**src/rtl/ram_arbiter_if.sv**
```systemverilog
// Bus bundle between the two requesters, the arbiter and the single-port ram.
// The slave view belongs to the arbiter, the master view to the requester/ram side.
interface ram_arbiter_if;
  logic        a_req;
  logic        a_wr;
  logic [31:0] a_addr;
  logic [31:0] a_wdata;
  logic        a_ack;
  logic        a_err;
  logic [31:0] a_rdata;
  logic        b_req;
  logic        b_wr;
  logic [31:0] b_addr;
  logic [31:0] b_wdata;
  logic        b_ack;
  logic        b_err;
  logic [31:0] b_rdata;
  logic [31:0] ram_addr;
  logic        ram_wr;
  logic [31:0] ram_wdata;
  logic        ram_rd;
  logic [31:0] ram_rdata;
  logic        busy;

  modport slave (
    input  a_req, a_wr, a_addr, a_wdata,
    output a_ack, a_err, a_rdata,
    input  b_req, b_wr, b_addr, b_wdata,
    output b_ack, b_err, b_rdata,
    output ram_addr, ram_wr, ram_wdata, ram_rd,
    input  ram_rdata,
    output busy
  );

  modport master (
    output a_req, a_wr, a_addr, a_wdata,
    input  a_ack, a_err, a_rdata,
    output b_req, b_wr, b_addr, b_wdata,
    input  b_ack, b_err, b_rdata,
    input  ram_addr, ram_wr, ram_wdata, ram_rd,
    output ram_rdata,
    input  busy
  );
endinterface

```
**src/rtl/ram_arbiter.sv**
```systemverilog
// Two-port arbiter in front of a single-port registered-read ram.
// One access per three cycles: IDLE (grant) -> ISSUE (strobe) -> CAPTURE (data).
module ram_arbiter #(
  parameter int DEPTH   = 256,
  parameter bit RR_MODE = 1'b1
) (
  input logic         clock,
  input logic         reset,
  ram_arbiter_if.slave bus
);

  localparam logic [1:0] IDLE    = 2'd0;
  localparam logic [1:0] ISSUE   = 2'd1;
  localparam logic [1:0] CAPTURE = 2'd2;

  logic [1:0]  state;
  logic        own_b;
  logic        op_wr;
  logic        op_err;
  logic        last_b;

  logic        pick_b;
  logic        sel_wr;
  logic        sel_err;
  logic [31:0] sel_addr;
  logic [31:0] sel_wdata;

  // Round-robin gives a tie to whoever was not served last.
  always_comb begin
    if (RR_MODE)
      pick_b = bus.b_req & (~bus.a_req | ~last_b);
    else
      pick_b = ~bus.a_req;
    sel_wr    = pick_b ? bus.b_wr    : bus.a_wr;
    sel_addr  = pick_b ? bus.b_addr  : bus.a_addr;
    sel_wdata = pick_b ? bus.b_wdata : bus.a_wdata;
    sel_err   = sel_addr >= 32'(DEPTH);
  end

  always_ff @(posedge clock or posedge reset) begin
    if (reset) begin
      state         <= IDLE;
      own_b         <= 1'b0;
      op_wr         <= 1'b0;
      op_err        <= 1'b0;
      last_b        <= 1'b1;
      bus.a_ack     <= 1'b0;
      bus.a_err     <= 1'b0;
      bus.a_rdata   <= 32'h0;
      bus.b_ack     <= 1'b0;
      bus.b_err     <= 1'b0;
      bus.b_rdata   <= 32'h0;
      bus.ram_addr  <= 32'h0;
      bus.ram_wr    <= 1'b0;
      bus.ram_wdata <= 32'h0;
      bus.ram_rd    <= 1'b0;
      bus.busy      <= 1'b0;
    end else begin
      bus.a_ack <= 1'b0;
      bus.a_err <= 1'b0;
      bus.b_ack <= 1'b0;
      bus.b_err <= 1'b0;
      case (state)
        IDLE: begin
          if (bus.a_req | bus.b_req) begin
            own_b         <= pick_b;
            op_wr         <= sel_wr;
            op_err        <= sel_err;
            last_b        <= pick_b;
            bus.ram_addr  <= sel_addr;
            bus.ram_wdata <= sel_wr ? sel_wdata : 32'h0;
            bus.ram_wr    <= sel_wr & ~sel_err;
            bus.ram_rd    <= ~sel_wr & ~sel_err;
            bus.busy      <= 1'b1;
            state         <= ISSUE;
          end
        end
        ISSUE: begin
          bus.ram_wr <= 1'b0;
          bus.ram_rd <= 1'b0;
          state      <= CAPTURE;
        end
        CAPTURE: begin
          if (own_b) begin
            bus.b_ack   <= 1'b1;
            bus.b_err   <= op_err;
            bus.b_rdata <= (~op_wr & ~op_err) ? bus.ram_rdata : 32'h0;
          end else begin
            bus.a_ack   <= 1'b1;
            bus.a_err   <= op_err;
            bus.a_rdata <= (~op_wr & ~op_err) ? bus.ram_rdata : 32'h0;
          end
          bus.busy <= 1'b0;
          state    <= IDLE;
        end
        default: begin
          bus.busy <= 1'b0;
          state    <= IDLE;
        end
      endcase
    end
  end

endmodule

```
**src/flat_wrapper.sv**
```systemverilog
// flat-port wrapper written by rule: the top's interface ports become plain ports
module ram_arbiter_flat 
#(
  parameter int DEPTH   = 256,
  parameter bit RR_MODE = 1'b1
)
  (clock, reset, bus_a_req, bus_a_wr, bus_a_addr, bus_a_wdata, bus_a_ack, bus_a_err, bus_a_rdata, bus_b_req, bus_b_wr, bus_b_addr, bus_b_wdata, bus_b_ack, bus_b_err, bus_b_rdata, bus_ram_addr, bus_ram_wr, bus_ram_wdata, bus_ram_rd, bus_ram_rdata, bus_busy);
  ram_arbiter_if bus_i ();
  input logic clock;
  input logic reset;
  input wire logic [$bits(bus_i.a_req)-1:0] bus_a_req;
  input wire logic [$bits(bus_i.a_wr)-1:0] bus_a_wr;
  input wire logic [$bits(bus_i.a_addr)-1:0] bus_a_addr;
  input wire logic [$bits(bus_i.a_wdata)-1:0] bus_a_wdata;
  output wire logic [$bits(bus_i.a_ack)-1:0] bus_a_ack;
  output wire logic [$bits(bus_i.a_err)-1:0] bus_a_err;
  output wire logic [$bits(bus_i.a_rdata)-1:0] bus_a_rdata;
  input wire logic [$bits(bus_i.b_req)-1:0] bus_b_req;
  input wire logic [$bits(bus_i.b_wr)-1:0] bus_b_wr;
  input wire logic [$bits(bus_i.b_addr)-1:0] bus_b_addr;
  input wire logic [$bits(bus_i.b_wdata)-1:0] bus_b_wdata;
  output wire logic [$bits(bus_i.b_ack)-1:0] bus_b_ack;
  output wire logic [$bits(bus_i.b_err)-1:0] bus_b_err;
  output wire logic [$bits(bus_i.b_rdata)-1:0] bus_b_rdata;
  output wire logic [$bits(bus_i.ram_addr)-1:0] bus_ram_addr;
  output wire logic [$bits(bus_i.ram_wr)-1:0] bus_ram_wr;
  output wire logic [$bits(bus_i.ram_wdata)-1:0] bus_ram_wdata;
  output wire logic [$bits(bus_i.ram_rd)-1:0] bus_ram_rd;
  input wire logic [$bits(bus_i.ram_rdata)-1:0] bus_ram_rdata;
  output wire logic [$bits(bus_i.busy)-1:0] bus_busy;
  assign bus_i.a_req = bus_a_req;
  assign bus_i.a_wr = bus_a_wr;
  assign bus_i.a_addr = bus_a_addr;
  assign bus_i.a_wdata = bus_a_wdata;
  assign bus_a_ack = bus_i.a_ack;
  assign bus_a_err = bus_i.a_err;
  assign bus_a_rdata = bus_i.a_rdata;
  assign bus_i.b_req = bus_b_req;
  assign bus_i.b_wr = bus_b_wr;
  assign bus_i.b_addr = bus_b_addr;
  assign bus_i.b_wdata = bus_b_wdata;
  assign bus_b_ack = bus_i.b_ack;
  assign bus_b_err = bus_i.b_err;
  assign bus_b_rdata = bus_i.b_rdata;
  assign bus_ram_addr = bus_i.ram_addr;
  assign bus_ram_wr = bus_i.ram_wr;
  assign bus_ram_wdata = bus_i.ram_wdata;
  assign bus_ram_rd = bus_i.ram_rd;
  assign bus_i.ram_rdata = bus_ram_rdata;
  assign bus_busy = bus_i.busy;
  ram_arbiter #(.DEPTH(DEPTH), .RR_MODE(RR_MODE)) u_core (.clock(clock), .reset(reset), .bus(bus_i));
endmodule
```
**config.mk**
```make
export PLATFORM = sky130hd
export DESIGN_NAME = ram_arbiter_flat
export DESIGN_NICKNAME = d
export VERILOG_FILES = /design/src/rtl/ram_arbiter_if.sv /design/src/rtl/ram_arbiter.sv /design/src/flat_wrapper.sv
export SDC_FILE = /design/constraint.sdc
export NUM_CORES = 1
export LEC_CHECK = 0
export ABC_AREA = 1
export CORE_MARGIN = 5
export CORE_UTILIZATION = 42
export DETAILED_ROUTE_END_ITERATION = 10
export GPL_TIMING_DRIVEN = 1
export MAX_ROUTING_LAYER = met4
export PLACE_DENSITY = 0.88
export REMOVE_ABC_BUFFERS = 1
export SLEW_MARGIN = 20
export SYNTH_ARGS = -nofsm -noshare
export SYNTH_HDL_FRONTEND = slang
export SYNTH_SLANG_ARGS = --single-unit
```
**constraint.sdc**
```tcl
create_clock -name clock -period 5.9 [get_ports clock]
set_input_delay 0.59 -clock clock [delete_from_list [all_inputs] [get_ports clock]]
set_output_delay 0.59 -clock clock [all_outputs]
set_load 0.02 [all_outputs]
```
### Word level (Yosys, flattened, before mapping)

Index checks and enable logic that the tools add are counted.
Widths: inputs -> output; s select.

* $lt $le $gt $ge: 1
* equal/unequal tests: 3
* mux-type cells: 21
* bitwise operators: 14
* reductions and logical operators: 7

Operators with widths (count)
* $mux 32: 4
* $ge 32x9->1 const B: 1
* $mux 1: 12
* $reduce_and 2->1: 5
* $not 1->1: 8
* $pmux 1 s2: 3
* $and 1x1->1: 4
* $pmux 2 s2: 1
* $eq 2x1->1 const B: 1
* $eq 2x2->1 const B: 1
* $logic_not 2->1: 1
* $mux 2: 1
* $ne 2x1->1 const B: 1
* $or 1x1->1: 2
* $reduce_bool 2->1: 1

* flip-flop bits (word level): 141
* output and inout bits: 135
* word-level logic and storage cells: 62

### Logic depth before layout (Yosys ltp)

Gate-level depths: netlist of run 1.

* depth after elaboration: 9
* depth in mapped cells: 12

### Least setup slack after synthesis of run 1

OpenSTA, ideal clock, no wires.

* path kind: input -> register
* from: input bus_a_req
* to: register u_core.op_err
* arrival time: 1501 ps
* required time: 5783 ps
* path slack: 4283 ps
* stages: 11
* cells stage by stage: nand2_4 > nand2_4 > buf_2 > nand2_1 > nand2_1 > nor2_1 > nand2_1 > nor2_1 > nand3_1 > nand2_1 > nand2_1

* cells in the longest elaborated chain, start to end: 5

RTL lines
* start, declared: line flat_wrapper.sv:11 `input wire logic [$bits(bus_i.a_req)-1:0] bus_a_req;`
* $not 1->1
* $or 1x1->1: line ram_arbiter.sv:31 `pick_b = bus.b_req & (~bus.a_req | ~last_b);`
* $and 1x1->1: line ram_arbiter.sv:31
* $mux 32: line ram_arbiter.sv:35 `sel_addr = pick_b ? bus.b_addr : bus.a_addr;`
* $ge 32x9->1: line ram_arbiter.sv:37 `sel_err = sel_addr >= 32'(DEPTH);`
* end signal, assigned: line ram_arbiter.sv:68 `op_err <= sel_err;`
* end, declared: line ram_arbiter.sv:19 `logic op_err;`

Parallel ways exist; a longest one is shown, timed or not.
A chain may end at the register's enable or synchronous reset.

### Final worst setup path of run 1

* from: input bus_a_req
* to: register u_core.op_wr

* cells in the longest elaborated chain, start to end: 4

RTL lines
* $not 1->1
* $or 1x1->1: line ram_arbiter.sv:31
* $and 1x1->1: line ram_arbiter.sv:31
* $mux 1: line ram_arbiter.sv:34 `sel_wr = pick_b ? bus.b_wr : bus.a_wr;`
* end signal, assigned: line ram_arbiter.sv:67 `op_wr <= sel_wr;`
* end, declared: line ram_arbiter.sv:18 `logic op_wr;`

Parallel ways exist; a longest one is shown, timed or not.

==> results of run 1 <==
path summary, 6_finish.rpt:
path                                              from                     end
worst max-delay path                         bus_a_req            u_core.op_wr
worst min-delay path            u_core.bus.a_rdata[16]  u_core.bus.a_rdata[16]
worst max register to register           u_core.last_b            u_core.op_wr
worst min register to register  u_core.bus.a_rdata[16]  u_core.bus.a_rdata[16]
max in group asynchronous                        reset   u_core.bus.a_rdata[8]
min in group asynchronous                        reset        u_core.bus.b_ack
final cells by class:
cell class                      count  area, um^2  share of cell area [%]
Clock buffer                       18         439                    4.34
Clock inverter                     14         159                    1.57
Inverter                           67         256                    2.54
Multi-Input combinational cell    546        2440                    24.1
Sequential cell                   141        3530                    34.9
Tap cell                          188         235                    2.33
Timing Repair Buffer              307        3060                    30.2
synthesized netlist by cell type:
| master | instances | share of area (%) |
|---|---|---|
| sky130_fd_sc_hd__nand2_1 | 342 | 20 |
| sky130_fd_sc_hd__dfrtp_1 | 140 | 55 |
| sky130_fd_sc_hd__nor2_1 | 72 | 4.2 |
| sky130_fd_sc_hd__inv_1 | 66 | 3.9 |
| sky130_fd_sc_hd__o21ai_0 | 51 | 4.0 |
| sky130_fd_sc_hd__mux2i_1 | 32 | 5.0 |
| sky130_fd_sc_hd__nand3_1 | 23 | 1.8 |
| sky130_fd_sc_hd__a31oi_1 | 16 | 1.6 |
| sky130_fd_sc_hd__clkbuf_1 | 16 | 0.94 |
| sky130_fd_sc_hd__buf_2 | 11 | 0.86 |
| sky130_fd_sc_hd__buf_4 | 8 | 0.94 |
| sky130_fd_sc_hd__nand3b_1 | 7 | 0.82 |
| sky130_fd_sc_hd__buf_1 | 3 | 0.18 |
| sky130_fd_sc_hd__clkbuf_2 | 3 | 0.23 |
| sky130_fd_sc_hd__nand2_4 | 2 | 0.35 |
| sky130_fd_sc_hd__dfstp_2 | 1 | 0.41 |
| sky130_fd_sc_hd__inv_2 | 1 | 0.058 |
| sky130_fd_sc_hd__o21ai_2 | 1 | 0.14 |
worst max-delay path: stages:
cell and delay, ps:
sky130_fd_sc_hd__clkdlybuf4s50_1 590, sky130_fd_sc_hd__nand2_4 230, sky130_fd_sc_hd__nand2_4 700, sky130_fd_sc_hd__inv_2 280
sky130_fd_sc_hd__nand2_1 120, sky130_fd_sc_hd__nand2_1 70, sky130_fd_sc_hd__nand2_1 720, sky130_fd_sc_hd__o21ai_0 250
routing by layer:
metal / vias to the layer above / track usage [%] / routed length (um) / part of all wire (%)
li1: 3032 / - / - / -
met1: 2902 / 26.7 / 8040 / 40
met2: 308 / 38.0 / 9910 / 49
met3: 31 / 6.87 / 1870 / 9.2
met4: 0 / 7.89 / 451 / 2.2
met5: - / - / 0 / 0
flip-flops by register name, summed over array words and instances, names as in the netlist, 2 cells and up:
signal                count
u_core.bus.b_rdata       32
u_core.bus.a_rdata       32
u_core.state              2
u_core.bus.ram_wdata     32
u_core.bus.ram_addr      32
cells by family (layout without fill, tap and decap cells):
family                 count (synthesis)  in the layout  synth area share (%)
and+or+nand+nor                      446            446                  27.2
DFF                                  141            141                  55.1
buffers and inverters                108            406                  7.06
AOI/OAI and AO/OA                     68             68                  5.68
muxes                                 32             32                  5.00
stage by stage:
| step | std cells | power (mW) | utilization [%] |
|---|---|---|---|
| detailed placement | 1249 | 4.12 | 63.1 |
| global route | 1281 | 5.46 | 67.0 |
| finish | 1281 | 5.16 | 67.0 |
| global placement | 1249 | 4.05 | 63.1 |
| floorplan | 754 | 2.82 | - |
| CTS | 1281 | 5.20 | 67.0 |
power groups by stage:
stage / logic (mW) / clock network, mW / registers, mW
2_1_floorplan: 0.699 / 0 / 2.12
5_1_grt: 2.64 / 1.13 / 1.69
4_1_cts: 2.48 / 1.09 / 1.64
3_3_place_gp: 2.43 / 0 / 1.63
3_5_place_dp: 2.47 / 0 / 1.65
6_report: 2.45 / 1.07 / 1.64
==> flow_summary.toml, run 1 <==
[placement]
placedInstanceArea_mm2 = 0.00952
buffer_ports.inserted = 300
routabilityCongestion = 0.865
dpl_worst_slack_ps = 2030
half_perimeter_wire_length_after_placement_um = 14800

[yosys]
synth.ff_latch_count = 141
ys_types = 18
syn_area_per_cell_um2 = 8.06
yosys_warnings = 0
seq_area_frac_synth_pct = 55.1
syn_area_mm2 = 0.00641
postSynthCellCount = 795

[critical_path]
critical_path_peak_fanout = 69
r2r_setup_slack_ps = 2720
arrival_time_of_the_worst_setup_path_ps = 3660
crit_path_start_kind = "input pin"
critPathKind = "input pin to register"
timing.critical_path.required_ps = 6120
setup.worst_path.end_class = "register"
reg2regPathDepth = 7

[finish]
layout_common_cells = "sky130_fd_sc_hd__nand2_1, sky130_fd_sc_hd__clkdlybuf4s50_1, sky130_fd_sc_hd__dfrtp_1, sky130_fd_sc_hd__nor2_1, sky130_fd_sc_hd__inv_1"
most_common_cell_after_layout_fill_and_taps_aside = "sky130_fd_sc_hd__nand2_1"
stdcell_area_mm2 = 0.0101
final_layout_size_suffix_gt1_share_pct = 4.30
syn_to_final_growth_pct = 57.8
fill_cells = 1137
antenna_cells_inserted = 0
finish.net_count = 1246

[clock_network]
number_of_cts_inserted_buffers = 17
cts_root_buf = "sky130_fd_sc_hd__clkbuf_16"
ctsLongestPathBuffers = 2
ctsHoldBuffers = 0
cts_tree = "built"
h-tree-depth = 4
post_cts_resized = 0
later_pin_clock_latency_in_the_skew_report_ps = 420
post-cts-setup-buffers = 0
cts.clk_slew.worst_paths_ps = 60
clkSinkCount = 141

[power]
pwr-share-clk_pct = 20.7
power.leakage_nw = 5.05
internal_power_mw = 3.09
cellPowerDensity_mw_per_mm2 = 510
total_switching_power_mw = 2.07
power_frac_seq_pct = 31.8
power_share_of_the_combinational_group_pct = 47.5
sw_frac_of_total_pct = 40.1
peakVddDrop_mv = 0.206

[timing]
setup-violations-final = 0
timing.setup.tns_ps = 0
fin_crit_sh_pct = 58.3
hold_slack_ps = 468
timing.max_slew.rel_slack_pct = 28.7
finClkSkew_ps = 10.2
tightestPinTransition_ps = 1060
finalWorstSetupSlack_ps = 2460
period_needed_ps = 3440
setup_repair_after_global_routing_missed_its_margin = "no"
final-hold-violation-count = 0
drv_slew = 0
achievable_clock_frequency_ghz = 0.291

[grt]
grt_util_all_layers_pct = 22.9
grt_pass1_vias = 6177
grt_max_degree = 101
grt_first_pass_wirelength_um = 31700
antenna_found_initial = 0
grt_overflow = 0

[outcome]
run_status = "completed"

[route]
route.vias.total = 6273
detail_route.drc_violations = 0
first_pass_iters = 5
first_iter_violations = 324
antenna_left = 0
wl_um = 20300
vias_per_cell = 4.90
routed_length_per_instance_um = 15.8

[worst_hold_path]
hold_path_depth = 2
hold_crit_class = "register to register"

[floorplan]
std_cell_rows = 45
die_x_um = 134
fp.dieH_um = 134
floorplan.initialDensity_pct = 42.5
fp.dieArea_mm2 = 0.0178
floorplan.io_pins = 301
core-area_mm2 = 0.0151

[job]
max_cap_viol_count = 0
(Power assumes the default switching activity.)
==> inputs of run 2 (changes only) <==
--- a/config.mk
+++ b/config.mk
@@ -7,11 +7,11 @@
 export LEC_CHECK = 0
 export ABC_AREA = 1
 export CORE_MARGIN = 5
-export CORE_UTILIZATION = 42
+export CORE_UTILIZATION = 37
 export DETAILED_ROUTE_END_ITERATION = 10
 export GPL_TIMING_DRIVEN = 1
 export MAX_ROUTING_LAYER = met4
-export PLACE_DENSITY = 0.88
+export PLACE_DENSITY = 0.82
 export REMOVE_ABC_BUFFERS = 1
 export SLEW_MARGIN = 20
 export SYNTH_ARGS = -nofsm -noshare
==> constraint.sdc (replaced) <==
create_clock -name clock -period 3 [get_ports clock]
set_input_delay 0.3 -clock clock [delete_from_list [all_inputs] [get_ports clock]]
set_output_delay 0.3 -clock clock [all_outputs]
set_load 0.02 [all_outputs]
==> run 2 against run 1 <==
  * Wire length is 3.4% higher
  * Die area is 12% higher
  * Final area up 1.1%
  * Hold slack got worse by 160 ps
  * Sequential power is 97% higher
  * First-iteration DRC count fell by 5.9%
  * Cell count up 3.5%
  * Clock skew fell by 2.6 ps
  * Via count fell by 0.33%
  * Combinational power increased by 98%
  * Critical path depth is 3 higher
  * Critical path type is now register to register
  * Critical endpoint is now u_core.bus.ram_rd
==> flow_summary.toml, run 2 (same netlist as run 1, synthesis figures left out) <==
[critical_path]
arrival_time_of_the_worst_setup_path_ps = 2330
rr_startpoint = "u_core.last_b"
crit-reg2reg-capture = "u_core.bus.ram_rd"
timing.critical_path.buf_inv = 1
crit_slowest_cell = "sky130_fd_sc_hd__dfstp_2"
crit_path_start_kind = "register"
critical-path-max-stage-delay_ps = 560
critical_path_peak_fanout = 50
cpMostUsedCell = "sky130_fd_sc_hd__nand2_1"
cell_chain_critical_path = "nand2_4 -> nand2_4 -> buf_12 -> nand2_1 -> nand2_1 -> nand2_1 -> nor2_1 -> nand2_1 -> nor2_1 -> nand3_1 -> nand2_1"
setup.worst_path.end_class = "register"
r2r_setup_slack_ps = 1010
crit_family = "simple AND/OR/NAND/NOR gates"
critPathKind = "register to register"
reg2regPathDepth = 11
timing.critical_path.required_ps = 3340

[outcome]
run_status = "completed"

[route]
route.vias.total = 6252
first_iter_violations = 305
detail_route.drc_violations = 0
wl_um = 21000
first_pass_iters = 5
antenna_left = 0
vias_per_cell = 4.71
routed_length_per_instance_um = 15.8

[placement]
dp_cells = 1294
routabilityCongestion = 0.900
buffer_ports.inserted = 300
dpl_worst_slack_ps = 655
half_perimeter_wire_length_after_placement_um = 15800
placedInstanceArea_mm2 = 0.00966

[finish]
antenna_cells_inserted = 0
finish.net_count = 1254
post-route-util_pct = 59.5
stdcell_area_mm2 = 0.0102
syn_to_final_growth_pct = 59.5
final-instance-count-excl-fill = 1326
layout_common_cells = "sky130_fd_sc_hd__nand2_1, sky130_fd_sc_hd__clkdlybuf4s50_1, sky130_fd_sc_hd__dfrtp_1, sky130_fd_sc_hd__nor2_1, sky130_fd_sc_hd__inv_1"
most_common_cell_after_layout_fill_and_taps_aside = "sky130_fd_sc_hd__nand2_1"
final_layout_size_suffix_gt1_share_pct = 4.90

[grt]
grt_first_pass_wirelength_um = 33000
grt_overflow = 0
antenna_found_initial = 0
grt_pass1_vias = 6382
grt_util_all_layers_pct = 21.4
grt_max_degree = 69

[clock_network]
later_pin_clock_latency_in_the_skew_report_ps = 410
ctsLongestPathBuffers = 2
post-cts-setup-buffers = 0
ctsHoldBuffers = 0
number_of_cts_inserted_buffers = 17
clkSinkCount = 141
cts_tree = "built"
h-tree-depth = 4
cts_root_buf = "sky130_fd_sc_hd__clkbuf_16"
post_cts_resized = 0
cts.clk_slew.worst_paths_ps = 60

[timing]
finClkSkew_ps = 7.60
final-hold-violation-count = 0
drv_slew = 0
achievable_clock_frequency_ghz = 0.502
setup_repair_after_global_routing_missed_its_margin = "no"
hold_slack_ps = 312
finalWorstSetupSlack_ps = 1010
timing.max_slew.rel_slack_pct = 30.1
tightestPinTransition_ps = 1050
fin_crit_sh_pct = 66.4
setup-violations-final = 0
period_needed_ps = 1990
timing.setup.tns_ps = 0

[job]
max_cap_viol_count = 0

[floorplan]
floorplan.io_pins = 301
floorplan.initialDensity_pct = 37.3
core-area_mm2 = 0.0172
fp.dieArea_mm2 = 0.0201
die_x_um = 142
fp.dieH_um = 142
std_cell_rows = 48

[power]
cellPowerDensity_mw_per_mm2 = 986
power.leakage_nw = 5.08
peakVddDrop_mv = 0.471
fin_total_pwr_mw = 10.1

[worst_hold_path]
hold_crit_class = "input pin to asynchronous set/reset pin"
run 2: area by class of cell:
| class | count | area [um^2] |
|---|---|---|
| well taps | 225 | 282 |
| repair buffers | 315 | 3150 |
| flip-flops and latches | 141 | 3530 |
| multi-input cells | 546 | 2440 |
| clock inverters | 12 | 110 |
| inverters | 67 | 256 |
| clock buffers | 20 | 457 |
| fillers | 1525 | 6950 |
run 2: report_power, final:
part           switching [mW]  internal [mW]  total (mW)  leakage (nW)
Clock                   0.814           1.19        2.00         0.269
Combinational            2.75           2.10        4.85          2.99
Sequential              0.484           2.75        3.23          1.82
run 2: worst max-delay path by stage:
stage               depth (start not counted)                     end     startpoint  slack, ps
floorplan                                   1        u_core.bus.a_ack          reset      -1080
global placement                           12       u_core.bus.ram_rd      bus_a_req        770
detailed placement                         12       u_core.bus.ram_rd      bus_a_req        660
CTS                                         6  u_core.bus.a_rdata[20]  u_core.op_err       1000
global route                               12           u_core.op_err  u_core.last_b        880
finish                                     11       u_core.bus.ram_rd  u_core.last_b       1010
run 2: per-layer routing:
| metal | routed length [um] | track usage, % | part of all wire, % |
|---|---|---|---|
| met5 | 0 | - | 0 |
| met4 | 217 | 6.11 | 1.0 |
| met3 | 2170 | 5.90 | 10 |
| met2 | 10400 | 35.6 | 50 |
| met1 | 8180 | 25.5 | 39 |
==> inputs of run 3 (changes only) <==
--- a/config.mk
+++ b/config.mk
@@ -7,11 +7,11 @@
 export LEC_CHECK = 0
 export ABC_AREA = 1
 export CORE_MARGIN = 5
-export CORE_UTILIZATION = 37
+export CORE_UTILIZATION = 42
 export DETAILED_ROUTE_END_ITERATION = 10
 export GPL_TIMING_DRIVEN = 1
 export MAX_ROUTING_LAYER = met4
-export PLACE_DENSITY = 0.82
+export PLACE_DENSITY = 0.88
 export REMOVE_ABC_BUFFERS = 1
 export SLEW_MARGIN = 20
 export SYNTH_ARGS = -nofsm -noshare
==> constraint.sdc (replaced) <==
create_clock -name clock -period 2 [get_ports clock]
set_input_delay 0.2 -clock clock [delete_from_list [all_inputs] [get_ports clock]]
set_output_delay 0.2 -clock clock [all_outputs]
set_load 0.02 [all_outputs]
==> run 3 against run 2 <==
  * Clock skew rose by 0.70 ps
  * Critical endpoint is now u_core.op_err
  * Largest cell class unchanged
  * Combinational power up 52%
  * Die area is 11% lower
  * First-iteration DRC count increased by 17%
  * Fmax up 11%
==> flow_summary.toml, run 3 (same netlist as run 1, synthesis figures left out) <==
[clock_network]
cts.clk_slew.worst_paths_ps = 60
ctsLongestPathBuffers = 2
cts_root_buf = "sky130_fd_sc_hd__clkbuf_16"
h-tree-depth = 4
cts_tree = "built"
clkSinkCount = 141
post_cts_resized = 0
ctsHoldBuffers = 0
later_pin_clock_latency_in_the_skew_report_ps = 420
post-cts-setup-buffers = 0
number_of_cts_inserted_buffers = 17

[timing]
finClkSkew_ps = 8.30
period_needed_ps = 1800
final-hold-violation-count = 0
finalWorstSetupSlack_ps = 203
fin_crit_sh_pct = 89.8
setup_repair_after_global_routing_missed_its_margin = "no"
drv_slew = 0
timing.setup.tns_ps = 0
achievable_clock_frequency_ghz = 0.557
tightestPinTransition_ps = 394
timing.max_slew.rel_slack_pct = 73.7
setup-violations-final = 0

[grt]
grt_max_degree = 69
grt_first_pass_wirelength_um = 32200
grt_util_all_layers_pct = 23.5
grt_overflow = 0
grt_pass1_vias = 6357
antenna_found_initial = 0

[floorplan]
std_cell_rows = 45
floorplan.io_pins = 301
fp.dieH_um = 134
die_x_um = 134
core-area_mm2 = 0.0151
fp.dieArea_mm2 = 0.0178
floorplan.initialDensity_pct = 42.5

[power]
peakVddDrop_mv = 0.619
power_frac_seq_pct = 31.2
power.leakage_nw = 5.16
sw_frac_of_total_pct = 38.8
power_share_of_the_combinational_group_pct = 47.5
internal_power_mw = 9.49
cellPowerDensity_mw_per_mm2 = 1500
pwr-share-clk_pct = 21.3
total_switching_power_mw = 6.03
fin_total_pwr_mw = 15.5

[placement]
placedInstanceArea_mm2 = 0.00969
half_perimeter_wire_length_after_placement_um = 15300
routabilityCongestion = 0.908
buffer_ports.inserted = 300
dpl_worst_slack_ps = -22.2

[route]
vias_per_cell = 4.92
route.vias.total = 6357
first_iter_violations = 357
routed_length_per_instance_um = 15.8
detail_route.drc_violations = 0
first_pass_iters = 6
antenna_left = 0
wl_um = 20500

[finish]
syn_to_final_growth_pct = 60.9
stdcell_area_mm2 = 0.0103
final_layout_size_suffix_gt1_share_pct = 5.16
layout_common_cells = "sky130_fd_sc_hd__nand2_1, sky130_fd_sc_hd__clkdlybuf4s50_1, sky130_fd_sc_hd__dfrtp_1, sky130_fd_sc_hd__nor2_1, sky130_fd_sc_hd__inv_1"
most_common_cell_after_layout_fill_and_taps_aside = "sky130_fd_sc_hd__nand2_1"
finish.net_count = 1259
antenna_cells_inserted = 0

[critical_path]
critPathLaunch = "u_core.last_b"
crit_slowest_cell = "sky130_fd_sc_hd__dfstp_2"
rr_startpoint = "u_core.last_b"
cpMostUsedCell = "sky130_fd_sc_hd__nand2_1"
crit_path_start_kind = "register"
arrival_time_of_the_worst_setup_path_ps = 2100
critical-path-max-stage-delay_ps = 550
setup.worst_path.end_class = "register"
critical_path_peak_fanout = 33
cell_chain_critical_path = "nand2_4 -> nand2_4 -> nand2_1 -> nand2_1 -> nand2_1 -> inv_1 -> nand2_1 -> nor2_1 -> nand3_1 -> nand2_1 -> nand2_1"
critPathKind = "register to register"
timing.critical_path.required_ps = 2300

[worst_hold_path]
hold_crit_class = "input pin to asynchronous set/reset pin"

[outcome]
run_status = "completed"

[job]
max_cap_viol_count = 0
-- run 3: cell type report --
class                           instances  area, um^2
Clock buffer                           21         460
Clock inverter                         10         164
Tap cell                              188         235
Multi-Input combinational cell        546        2440
Timing Repair Buffer                  320        3230
Fill cell                            1135        4770
Inverter                               67         256
Sequential cell                       141        3530
-- run 3: final timing paths --
| kind | endpoint | slack [ps] | cells after the start |
|---|---|---|---|
| setup / recovery | u_core.op_err | 200 | 11 |
| hold / removal | u_core.bus.a_rdata[22] | 130 | 2 |
| setup reg to reg | u_core.op_err | 200 | 11 |
| hold reg to reg | u_core.bus.b_rdata[5] | 460 | 2 |
| max in group asynchronous | u_core.bus.b_rdata[22] | 1250 | 3 |
| min in group clock | u_core.bus.ram_addr[6] | 350 | 3 |
-- run 3: metal layers --
metal / up-vias / track usage (%) / share of wire, %
li1: 3055 / - / -
met1: 2936 / 28.5 / 40
met2: 333 / 38.2 / 49
met3: 33 / 6.87 / 9.5
met4: 0 / 6.91 / 1.8
met5: - / - / 0
-- run 3: worst max-delay path: cells and delay by family (launching register included) --
family                 cells  cell delay, ps
AND/OR/NAND/NOR           10            1060
flip-flops                 1             550
buffers and inverters      1              60
-- run 3: power by group through the flow --
| stage | Sequential [mW] | Clock (mW) | Combinational (mW) |
|---|---|---|---|
| 2_1_floorplan | 6.26 | 0 | 2.06 |
| 3_3_place_gp | 4.81 | 0 | 7.29 |
| 3_5_place_dp | 4.86 | 0 | 7.43 |
| 4_1_cts | 4.84 | 3.37 | 7.46 |
| 5_1_grt | 4.99 | 3.49 | 7.91 |
| 6_report | 4.84 | 3.31 | 7.37 |
-- run 3: through the flow --
step / hold slack [ps] / std cells / util [%]
5_1_grt: 148 / 1293 / 68.4
3_5_place_dp: 457 / 1262 / 64.2
3_3_place_gp: 452 / 1262 / 64.2
6_report: 133 / 1293 / 68.4
4_1_cts: 138 / 1293 / 68.4
2_1_floorplan: 356 / 754 / -
